`src/rtl/sequence_round_ctrl.sv`:
```
// Round controller for the sequence-entry puzzle: draws a 4-digit target from an LFSR,
// shows it, times user entry, and tracks strikes until PASS or FAIL.
module sequence_round_ctrl #(
  parameter int unsigned SHOW_SEC    = 3,
  parameter int unsigned INPUT_SEC   = 15,
  parameter int unsigned MAX_STRIKES = 3,
  parameter logic [15:0] LFSR_SEED   = 16'hACE1
) (
  input  logic        clk,
  input  logic        reset,
  input  logic        start,
  input  logic        one_sec,
  input  logic        button_next,
  input  logic [3:0]  digit_code,
  output logic [15:0] sequence_code,
  output logic [7:0]  game_state,
  output logic [1:0]  strikes,
  output logic [7:0]  time_left,
  output logic        round_pass,
  output logic        round_fail
);

  typedef enum logic [2:0] {
    S_IDLE, S_SHOW, S_INPUT, S_CHECK, S_STRIKE, S_PASS, S_FAIL
  } state_t;

  localparam logic [7:0] SHOW_TIME  = 8'(SHOW_SEC);
  localparam logic [7:0] INPUT_TIME = 8'(INPUT_SEC);
  localparam logic [1:0] STRIKE_MAX = 2'(MAX_STRIKES);

  state_t      state, state_n;
  logic [15:0] lfsr;
  logic [15:0] seq_n;
  logic [1:0]  strikes_n, new_strikes;
  logic [7:0]  time_n;
  logic [1:0]  digit_idx, idx_n;
  logic        mismatch, mismatch_n;
  logic        pass_n, fail_n;
  logic [3:0]  expected_digit;
  logic        expire;

  // Active-low one-hot display code for a 2-bit digit value.
  function automatic logic [3:0] digit_map(input logic [1:0] p);
    return ~(4'b0001 << p);
  endfunction

  always_ff @(posedge clk) begin
    if (!reset) begin
      state         <= S_IDLE;
      lfsr          <= LFSR_SEED;
      sequence_code <= 16'hFFFF;
      strikes       <= 2'd0;
      time_left     <= 8'd0;
      digit_idx     <= 2'd0;
      mismatch      <= 1'b0;
      round_pass    <= 1'b0;
      round_fail    <= 1'b0;
    end else begin
      state         <= state_n;
      lfsr          <= {lfsr[14:0], lfsr[15] ^ lfsr[13] ^ lfsr[12] ^ lfsr[10]};
      sequence_code <= seq_n;
      strikes       <= strikes_n;
      time_left     <= time_n;
      digit_idx     <= idx_n;
      mismatch      <= mismatch_n;
      round_pass    <= pass_n;
      round_fail    <= fail_n;
    end
  end

  always_comb begin
    expected_digit = sequence_code[15:12];
    case (digit_idx)
      2'd1:    expected_digit = sequence_code[11:8];
      2'd2:    expected_digit = sequence_code[7:4];
      2'd3:    expected_digit = sequence_code[3:0];
      default: expected_digit = sequence_code[15:12];
    endcase
  end

  // A second tick that empties the clock wins over a same-cycle button press.
  assign expire      = one_sec && (time_left <= 8'd1);
  assign new_strikes = strikes + 2'd1;

  always_comb begin
    state_n    = state;
    seq_n      = sequence_code;
    strikes_n  = strikes;
    time_n     = time_left;
    idx_n      = digit_idx;
    mismatch_n = mismatch;
    pass_n     = 1'b0;
    fail_n     = 1'b0;
    case (state)
      S_IDLE, S_PASS, S_FAIL: begin
        if (start) begin
          seq_n     = {digit_map(lfsr[7:6]), digit_map(lfsr[5:4]),
                       digit_map(lfsr[3:2]), digit_map(lfsr[1:0])};
          strikes_n = 2'd0;
          time_n    = SHOW_TIME;
          state_n   = S_SHOW;
        end
      end
      S_SHOW: begin
        if (time_left == 8'd0) begin
          state_n    = S_INPUT;
          time_n     = INPUT_TIME;
          idx_n      = 2'd0;
          mismatch_n = 1'b0;
        end else if (one_sec) begin
          time_n = time_left - 8'd1;
        end
      end
      S_INPUT: begin
        if (expire) begin
          time_n     = 8'd0;
          mismatch_n = 1'b1;
          state_n    = S_CHECK;
        end else begin
          if (one_sec)
            time_n = time_left - 8'd1;
          if (button_next) begin
            if (digit_code != expected_digit)
              mismatch_n = 1'b1;
            if (digit_idx == 2'd3)
              state_n = S_CHECK;
            else
              idx_n = digit_idx + 2'd1;
          end
        end
      end
      S_CHECK: begin
        if (!mismatch) begin
          state_n = S_PASS;
          pass_n  = 1'b1;
        end else begin
          strikes_n = new_strikes;
          if (new_strikes == STRIKE_MAX) begin
            state_n = S_FAIL;
            fail_n  = 1'b1;
          end else begin
            state_n = S_STRIKE;
          end
        end
      end
      S_STRIKE: begin
        time_n  = SHOW_TIME;
        state_n = S_SHOW;
      end
      default: state_n = S_IDLE;
    endcase
  end

  // CHECK keeps the INPUT code so the display does not flicker for one cycle.
  always_comb begin
    game_state = 8'h00;
    case (state)
      S_SHOW:           game_state = 8'h10;
      S_INPUT, S_CHECK: game_state = 8'h11;
      S_STRIKE:         game_state = 8'h30;
      S_PASS:           game_state = 8'h20;
      S_FAIL:           game_state = 8'hF0;
      default:          game_state = 8'h00;
    endcase
  end

endmodule

```
`config.mk`:
```
export PLATFORM = sky130hd
export DESIGN_NAME = sequence_round_ctrl
export DESIGN_NICKNAME = d
export VERILOG_FILES = /design/src/rtl/sequence_round_ctrl.sv
export SDC_FILE = /design/constraint.sdc
export NUM_CORES = 1
export LEC_CHECK = 0
export CELL_PAD_IN_SITES_DETAIL_PLACEMENT = 1
export CELL_PAD_IN_SITES_GLOBAL_PLACEMENT = 1
export CORE_UTILIZATION = 35
export CTS_BUF_LIST = sky130_fd_sc_hd__clkbuf_4 sky130_fd_sc_hd__clkbuf_8 sky130_fd_sc_hd__clkbuf_16
export CTS_CLUSTER_DIAMETER = 100
export DETAILED_ROUTE_END_ITERATION = 10
export PLACE_DENSITY = 0.78
export SLEW_MARGIN = 20
export SYNTH_ARGS = -nofsm -noshare
export SYNTH_HDL_FRONTEND = slang
export SYNTH_SLANG_ARGS = --single-unit
```
`constraint.sdc`:
```
create_clock -name clk -period 2.1 [get_ports clk]
set_clock_uncertainty 0.2 [all_clocks]
set_input_delay 0.315 -clock clk [delete_from_list [all_inputs] [get_ports clk]]
set_output_delay 0.315 -clock clk [all_outputs]
set_load 0.01 [all_outputs]
```
# Yosys cells after proc, flatten, opt, wreduce, memory -nomap -nowiden
# Index checks and enable logic that the tools add are counted.
dict set report word_totals {
  mem_count 0
  latch_bits 0
  rom_bits 0
  regBits 50
  out_inout_bits 36
  mem_bits_rw 0
}
dict set report classes {
  n_shift 4
  add_sub_neg 3
  eq_ne 20
  n_bitwise 7
  magnitude_cmp 1
  n_reduce_logical 16
  div 0
  mux 30
  multipliers 0
}
# cell count
set op_table {}
lappend op_table {{8-bit one-hot mux with 5 select lines} 1}
lappend op_table {{8-bit 2-to-1 mux} 4}
lappend op_table {{8-bit one-hot mux with 4 select lines} 1}
lappend op_table {{2-bit 2-to-1 mux} 8}
lappend op_table {{4-bit inverter} 4}
lappend op_table {{1-bit by 2-bit left shift with 4-bit output, first input constant} 4}
lappend op_table {{3-bit 2-to-1 mux} 5}
lappend op_table {{3-bit one-hot mux with 5 select lines} 1}
lappend op_table {{2-bit != test, second input constant} 6}
lappend op_table {{4-bit one-hot mux with 3 select lines} 1}
lappend op_table {{3-bit equality test, second input constant} 3}
lappend op_table {{3-bit != test, second input constant} 3}
lappend op_table {{8-bit by 1-bit less-or-equal comparator with 1-bit output, second input constant} 1}
lappend op_table {{8-bit zero test} 1}
lappend op_table {{2-bit one-hot mux with 2 select lines} 2}
lappend op_table {{4-bit AND reduction} 2}
lappend op_table {{8-bit by 1-bit subtractor with 8-bit output, second input constant} 1}
lappend op_table {{2-bit equality test, second input constant} 3}
lappend op_table {{3-bit by 2-bit equality test with 1-bit output, second input constant} 2}
lappend op_table {{1-bit 2-to-1 mux} 6}
lappend op_table {{2-bit AND reduction} 3}
lappend op_table {{3-bit AND reduction} 2}
lappend op_table {{5-bit AND reduction} 1}
lappend op_table {{2-bit by 1-bit adder with 2-bit output, second input constant} 2}
lappend op_table {{11 further kinds} 14}

# Logic depth before layout (Yosys ltp)
# Gate-level depths: netlist (run 1).
dict set report logic_depth {
  ltp_word 7
  depth_mapped 9
  mapped_depth_nobuf 8
}

# Worst setup path before layout (run 1)
# OpenSTA, ideal clock, no wires.
dict set report synth_timing {
  path_kind {reg-to-reg}
  start {register time_left[0]}
  end {register digit_idx[0]}
  n_path_buf 0
  stages_incl_launch_ff 8
  synth_period_minus_slack_ns 2.107
  setup_time_ns 0.118
  setup_slack_ns -0.007
  t_arrival_ns 1.788
  path_cell_list {dfxtp_1 -> inv_1 -> ha_1 -> o21a_1 -> a31o_4 -> o41ai_4 -> mux2i_1 -> nor2_1}
}
dict set report synth_between {
  elab_chain_cells 4
  word_cells_on_any_way 6
}
# element line_no
set synth_lines {}
lappend synth_lines {{from (decl)} 18} ;# output logic [7:0] time_left,
lappend synth_lines {{from (signal assigned)} 63} ;# time_left <= time_n;
lappend synth_lines {{8-bit by 1-bit less-or-equal comparator with 1-bit output} 82} ;# assign expire = one_sec && (time_left <= 8'd1);
lappend synth_lines {{1-bit logical AND} 82}
lappend synth_lines {{2-bit != test (no line)} --}
lappend synth_lines {{5-bit AND reduction (no line) *} --}
lappend synth_lines {{to (signal assigned)} 64} ;# digit_idx <= idx_n;
lappend synth_lines {{to (decl)} 36} ;# logic [1:0] digit_idx, idx_n;
# Every way passes the cells marked *; elsewhere a longest branch is shown, timed or not.
# A chain may end at the register's enable or synchronous reset.

# Final worst setup path (run 1)
dict set report layout_timing {
  start {register digit_idx[1]}
  end {register mismatch}
}
dict set report layout_between {
  elab_chain_cells 5
  word_cells_on_any_way 7
}
# element line_no
set layout_lines {}
lappend layout_lines {{2-bit equality test or 2-bit by 1-bit equality test with 1-bit output (tied branches)} 73} ;# case (digit_idx)
lappend layout_lines {{4-bit one-hot mux with 3 select lines *} 73}
lappend layout_lines {{4-bit != test *} 123} ;# if (digit_code != expected_digit)
lappend layout_lines {{3-bit != test (no line) *} --}
lappend layout_lines {{4-bit AND reduction (no line) *} --}
lappend layout_lines {{to (signal assigned)} 65} ;# mismatch <= mismatch_n;
lappend layout_lines {{to (decl)} 37} ;# logic mismatch, mismatch_n;
# Marked as above.

==> results of run 1 <==
cell type report:
type / instances / area share
Multi-Input combinational cell: 207 / 0.420
Sequential cell: 50 / 0.305
Timing Repair Buffer: 68 / 0.195
Tap cell: 96 / 0.0360
Clock buffer: 5 / 0.0206
Clock inverter: 2 / 0.0116
Inverter: 10 / 0.0113
Yosys cell counts, drive strengths merged, types with 4 or more instances:
master / n / area (sq um)
dfxtp: 50 / 1000
nor2: 37 / 141
o21ai: 26 / 130
nand2: 18 / 67.6
nor3b: 12 / 100
a21oi: 11 / 55.1
and2: 10 / 62.6
buf: 10 / 77.6
nand2b: 10 / 65.1
inv: 9 / 33.8
nor3: 9 / 45.0
clkbuf: 8 / 30.0
xnor2: 8 / 70.1
ha: 7 / 87.6
nand3: 6 / 30.0
and3: 4 / 25.0
mux2i: 4 / 40.0
report_power, final:
group | internal, mW | switching, mW | leakage (nW)
clock network | 0.351 | 0.329 | 0.0542
registers | 1.09 | 0.161 | 0.414
logic | 0.873 | 0.904 | 0.905
registers in the layout, summed over array words and instances, names as in the netlist:
name and flops:
strikes 2, state 3, time_left 8, digit_idx 2, mismatch 1, sequence_code 16
lfsr 16, round_fail 1, round_pass 1
how the worst max path moves through the flow:
| stage | slack (ns) | cells past startpoint | end | start |
|---|---|---|---|---|
| detailed placement | -0.25 | 6 | time_left[7] | one_sec |
| global route | -0.03 | 8 | mismatch | digit_idx[1] |
| floorplan | 0.04 | 7 | digit_idx[0] | time_left[1] |
| CTS | 0.005 | 4 | game_state[5] | state[0] |
| finish | 0.02 | 9 | mismatch | digit_idx[1] |
| global placement | -0.21 | 6 | time_left[7] | one_sec |
per-stage QoR:
step	std cells	area [sq um]	setup WS, ns	TNS [ns]	utilization
3_5_place_dp	430	3100	-0.247	-0.897	0.457
2_1_floorplan	285	2460	0.0361	0	-
5_1_grt	438	3340	-0.0284	-0.0284	0.491
4_1_cts	437	3230	0.00525	0	0.475
6_report	438	3340	0.0233	0	0.491
3_3_place_gp	430	3100	-0.211	-0.607	0.457
critical path, cell delays in order (launching register included):
cell	delay (ns)
sky130_fd_sc_hd__dfxtp_2	0.36
sky130_fd_sc_hd__inv_2	0.05
sky130_fd_sc_hd__buf_4	0.14
sky130_fd_sc_hd__ha_2	0.19
sky130_fd_sc_hd__nor2b_1	0.15
sky130_fd_sc_hd__a21oi_2	0.19
sky130_fd_sc_hd__xnor2_1	0.15
sky130_fd_sc_hd__o211ai_1	0.16
sky130_fd_sc_hd__or2_1	0.25
sky130_fd_sc_hd__o211ai_1	0.16
kinds of logic after synthesis:
logic type                 count (synthesis)  share of synthesized area
adders and majority gates                  7                     0.0357
DFF                                       50                      0.408
muxes                                      4                     0.0163
AOI/OAI and AO/OA                         62                      0.173
xor gates and xnor gates                  10                     0.0357
and+or+nand+nor                          121                      0.270
buffers and inverters                     28                     0.0592
other                                      1                    0.00153
timing repair:
item | 4_1_cts | 5_1_grt
hold buffers | 0 | 0
cloned | 0 | 0
gates resized for setup | 9 | 27
endpoints found under the setup margin | 7 | 9
buffers inserted | 0 | 1
pin swaps | 3 | 10
metal layers:
layer / part of all wire / wire [microns] / global-route usage / vias to the layer above
met1: 0.46 / 3020 / 0.228 / 1041
met4: 0.022 / 145 / 0.0621 / 0
li1: - / - / - / 1086
met2: 0.48 / 3170 / 0.311 / 59
met5: 0 / 0 / 0 / -
met3: 0.041 / 270 / 0.0279 / 12
==> Flow_metrics.wiki, run 1 <==
{| class="wikitable"
! Metric !! Value
|-
| Std-Cell Core Area || 6790 sq um
|-
| Overall track demand over capacity in global routing || 0.180
|-
| Post-DRT Antenna Nets || 0
|-
| Seq/Total Area, Yosys || 0.408
|-
| Startpoint kind of the worst setup timing path || flop
|-
| Synth Cell Area || 2450 sq um
|-
| Kind of capture point of the worst setup path || flop
|-
| Sinks on the clock net || 50
|-
| Status || completed
|-
| Required time of the critical path || 2.13 ns
|-
| Ports placed on the boundary || 45
|-
| Static power due to leakage || 1.37 nW
|-
| Most common flop cell mapped by yosys || sky130_fd_sc_hd__dfxtp_1
|-
| F_max || 482 MHz
|-
| Highest ir drop seen on vdd || ~0.5 mV
|-
| Number of unique standard cell types used by synthesis || 54
|-
| Destination of the worst hold path || lfsr[10]
|-
| RePlAce Congestion || 0.803
|-
| Detailed-router iteration count before antenna repair || 4
|-
| Via count of the first global-routing pass || roughly 2,200
|-
| Total chip power || 3.71 mW
|-
| Instance count along the most critical hold path || 1
|-
| Max clock buf depth || 2
|-
| Reg-to-reg critical path endpoint || mismatch
|-
| Most used cells in the layout excluding fill and tap cells || 43 x sky130_fd_sc_hd__dfxtp_1, 36 x sky130_fd_sc_hd__nor2_1, 36 x sky130_fd_sc_hd__clkdlybuf4s50_1
|-
| Drt total wl || 6600 microns
|-
| Cell chosen for the clock root || sky130_fd_sc_hd__clkbuf_8
|-
| Power per unit of standard cell area || 1110 nW/um^2
|-
| Shortest clock period the worst path allows after layout || 2.08 ns
|-
| Worst Hold Launch || lfsr[9]
|-
| Insertion delay to the later sink of the worst-skew pair || 0.31 ns
|-
| Clock transition at the register clock pins on the worst setup and hold paths after CTS || 0.10 ns
|-
| DP Wirelength || around 4700 microns
|-
| Remaining design rule violation count || 0
|-
| Row Count || 30
|-
| #FFs+latches synth || 50
|-
| RSZ-0062 raised after global routing || true
|-
| Final Hold Slack || 0.219 ns
|-
| Startpoint of the most critical register-to-register path || digit_idx[1]
|-
| Die width || 85.7 microns
|-
| Final nets || 358
|-
| Iter 0 DRT Violations || 132
|-
| Most common cell after layout, fill and taps aside || sky130_fd_sc_hd__dfxtp_1
|-
| Cells after Synth || 283
|-
| Warning count from the yosys run || 0
|-
| Kind of critical path || reg -> reg
|-
| Aggregate global routing overflow || 0
|-
| Final setup viols || 0
|-
| Filler cell count || 795
|-
| Per-instance average area after synthesis || 8.67 sq um
|-
| TritonCTS clock tree || yes
|-
| Flop-to-flop setup slack || 0.02 ns
|-
| Starting Density || 0.361
|-
| Number of cell instances on the worst register-to-register path || 9
|-
| Fin. max-slew vios || 0
|-
| EDFF count, synth || 0
|-
| Period Utilization, post-route || 0.989
|-
| Multi-input logic area || ~1400 sq um
|-
| Wire per inst || between 15 and 20 microns
|-
| FF+latch area || 1020 sq um
|-
| Number of vias after detailed routing || ~2,200
|-
| Average via count per standard cell || about 5
|-
| Number of hold violations in the final report || 0
|-
| Fraction of final layout cells sized beyond drive strength 1 || 0.205
|-
| Inserted Diodes || 0
|-
| Critical path peak fanout || 3
|-
| Vert. Die Dim || 85.7 microns
|-
| Async set-or-reset flop fraction in the synthesized netlist || 0
|-
| Input/output buffers || 41
|-
| Maximum number of pins on one net before global-route repair || 33
|-
| Layout overhead on the synthesized area || 36.0%
|-
| Die area || 7350 sq um
|-
| Class of the most critical hold timing path || reg -> reg
|-
| Data arrival, critical path || approximately 2.1 ns
|-
| Number of levels in the clock H-tree || 2
|-
| Number of buffers created by CTS || 5
|-
| Initial antenna violation count || 0
|-
| First-pass GRT wire length || about 10,000 microns
|-
| Max-cap viol count || 0
|}
(Power assumes the default switching activity.)
==> run 2: changes to the inputs <==
- SLEW_MARGIN: 20 -> 10
==> results of run 2 <==
No change in the layout: final DEF, timing and power equal those of run 1.
==> run 3: changes to the inputs <==
- clock period: 2.1 -> 1.9 ns (I/O delays scaled with it)
==> Flow_metrics.wiki, run 3 (synthesis gave the netlist of run 1 again) <==
{| class="wikitable"
! Metric !! Value
|-
| RePlAce Congestion || 0.874
|-
| Switching share of power || 0.388
|-
| Overall track demand over capacity in global routing || 0.206
|-
| Portion of total power attributed to sequential cells || 0.268
|-
| Most common cell after layout, fill and taps aside || sky130_fd_sc_hd__buf_4
|-
| F_max || 493 MHz
|-
| Number of hold violations in the final report || 0
|-
| Data arrival, critical path || 2.03 ns
|-
| Sinks on the clock net || 50
|-
| Cell Int Power || between 3 and 4 mW
|-
| Remaining design rule violation count || 0
|-
| Die width || 85.7 microns
|-
| Class of the most critical hold timing path || reg -> reg
|-
| Static power due to leakage || 1.55 nW
|-
| Post-DRT Antenna Nets || 0
|-
| Kind of critical path || reg -> reg
|-
| DP Wirelength || 5050 microns
|-
| Inserted Diodes || 0
|-
| RSZ-0062 raised after global routing || true
|-
| Period Utilization, post-route || 1.07
|-
| Vert. Die Dim || 85.7 microns
|-
| Starting Density || 0.361
|-
| Multi-input logic area || roughly 1600 sq um
|-
| Violations in the final reports || setup timing
|-
| Row Count || 30
|-
| FF+latch area || between 1000 and 1500 sq um
|-
| Part of the total power dissipated in combinational logic || 0.570
|-
| Fraction of final layout cells sized beyond drive strength 1 || 0.340
|-
| Via count of the first global-routing pass || between 2,000 and 3,000
|-
| First-pass GRT wire length || 12,000 microns
|-
| Insertion delay to the later sink of the worst-skew pair || 0.31 ns
|-
| Cell chosen for the clock root || sky130_fd_sc_hd__clkbuf_8
|-
| Non-filler instance count after layout || 475
|-
| Detailed-router iteration count before antenna repair || 4
|-
| Max clock buf depth || 2
|-
| Status || finished, violations left
|-
| Average via count per standard cell || 5.15
|-
| Shortest clock period the worst path allows after layout || 2.03 ns
|-
| Ports placed on the boundary || 45
|-
| Kind of capture point of the worst setup path || flop
|-
| Number of levels in the clock H-tree || 2
|-
| Net switching power || 2.00 mW
|-
| Number of buffers created by CTS || 5
|-
| Clock transition at the register clock pins on the worst setup and hold paths after CTS || approximately 0.1 ns
|-
| Number of buffers added to fix hold violations after cts || 0
|-
| Startpoint kind of the worst setup timing path || flop
|-
| Number of vias after detailed routing || 2,447
|-
| Iter 0 DRT Violations || 117
|-
| Power per unit of standard cell area || 1360 nW/um^2
|-
| TritonCTS clock tree || yes
|-
| Aggregate global routing overflow || 0
|-
| Filler cell count || a little under 800
|-
| Highest ir drop seen on vdd || 0.736 mV
|-
| Die area || 7350 sq um
|-
| Fin. max-slew vios || 0
|-
| Clock Power Share || 0.162
|-
| Maximum number of pins on one net before global-route repair || 23
|-
| Critical path peak fanout || 4
|-
| Required time of the critical path || 1.90 ns
|-
| Drt total wl || 8410 microns
|-
| Max-cap viol count || 0
|-
| Wire per inst || 17.7 microns
|-
| Post-route setup slack || -0.129 ns
|-
| Final nets || just under 400
|-
| Final Hold Slack || between 0.2 and 0.25 ns
|-
| Most used cells in the layout excluding fill and tap cells || 57 x sky130_fd_sc_hd__buf_4, 39 x sky130_fd_sc_hd__dfxtp_1, 35 x sky130_fd_sc_hd__clkdlybuf4s50_1
|-
| Input/output buffers || 41
|-
| Layout overhead on the synthesized area || 54.1%
|-
| Initial antenna violation count || 0
|-
| Std-Cell Core Area || a little under 7000 sq um
|-
| Largest registers || lfsr x16, sequence_code x16, time_left x8
|-
| Final setup viols || 13
|-
| Total placed cells including tap cells || 456
|}
[run 3: path summary, 6_finish.rpt]
path                      from  endpoint  slack [ns]  depth (start not counted)
setup / recovery  time_left[2]  mismatch       -0.13                          7
hold / removal         lfsr[9]  lfsr[10]        0.23                          1
setup reg to reg  time_left[2]  mismatch       -0.13                          7
hold reg to reg        lfsr[9]  lfsr[10]        0.23                          1
[run 3: repair_timing]
action                     CTS  global route
setup endpoints to repair   19            33
setup buffers                3             8
resized for setup           36            34
pin swaps                   18            19
[run 3: metal layers]
metal | track usage | wire length, microns
met5 | 0 | 0
met4 | 0.0712 | 189
met1 | 0.255 | 3790
met3 | 0.0269 | 208
met2 | 0.367 | 4220
[run 3: stage by stage]
step / utilization / cell area (sq um) / setup slack, ns / total power, mW / setup TNS [ns]
2_1_floorplan: - / 2480 / -0.0818 / 2.54 / -0.141
3_3_place_gp: 0.489 / 3320 / -0.384 / 3.48 / -2.37
3_5_place_dp: 0.489 / 3320 / -0.403 / 3.55 / -2.86
4_1_cts: 0.524 / 3560 / -0.0415 / 4.57 / -0.119
5_1_grt: 0.556 / 3780 / -0.221 / 5.39 / -2.14
6_report: 0.556 / 3780 / -0.129 / 5.16 / -0.869
[run 3: cell type report]
type                            count  area share
Multi-Input combinational cell    207       0.412
Timing Repair Buffer              104       0.241
Tap cell                           96      0.0318
Inverter                           10      0.0106
Clock inverter                      2      0.0103
Clock buffer                        6      0.0219
Sequential cell                    50       0.273
[run 3: power groups by stage]
stage | logic, mW | clock network, mW | registers (mW)
finish | 2.94 | 0.834 | 1.38
global route | 3.11 | 0.882 | 1.40
detailed placement | 2.19 | 0 | 1.36
floorplan | 1.15 | 0 | 1.39
CTS | 2.37 | 0.839 | 1.36
global placement | 2.12 | 0 | 1.36
[run 3: critical path, stage by stage, from the launching register on]
cell and delay (ns):
sky130_fd_sc_hd__dfxtp_4 0.38, sky130_fd_sc_hd__nor4_4 0.42, sky130_fd_sc_hd__a31o_4 0.25, sky130_fd_sc_hd__buf_4 0.13, sky130_fd_sc_hd__a2bb2oi_4 0.16, sky130_fd_sc_hd__nor2_1 0.07, sky130_fd_sc_hd__a41oi_1 0.17, sky130_fd_sc_hd__o211ai_1 0.12
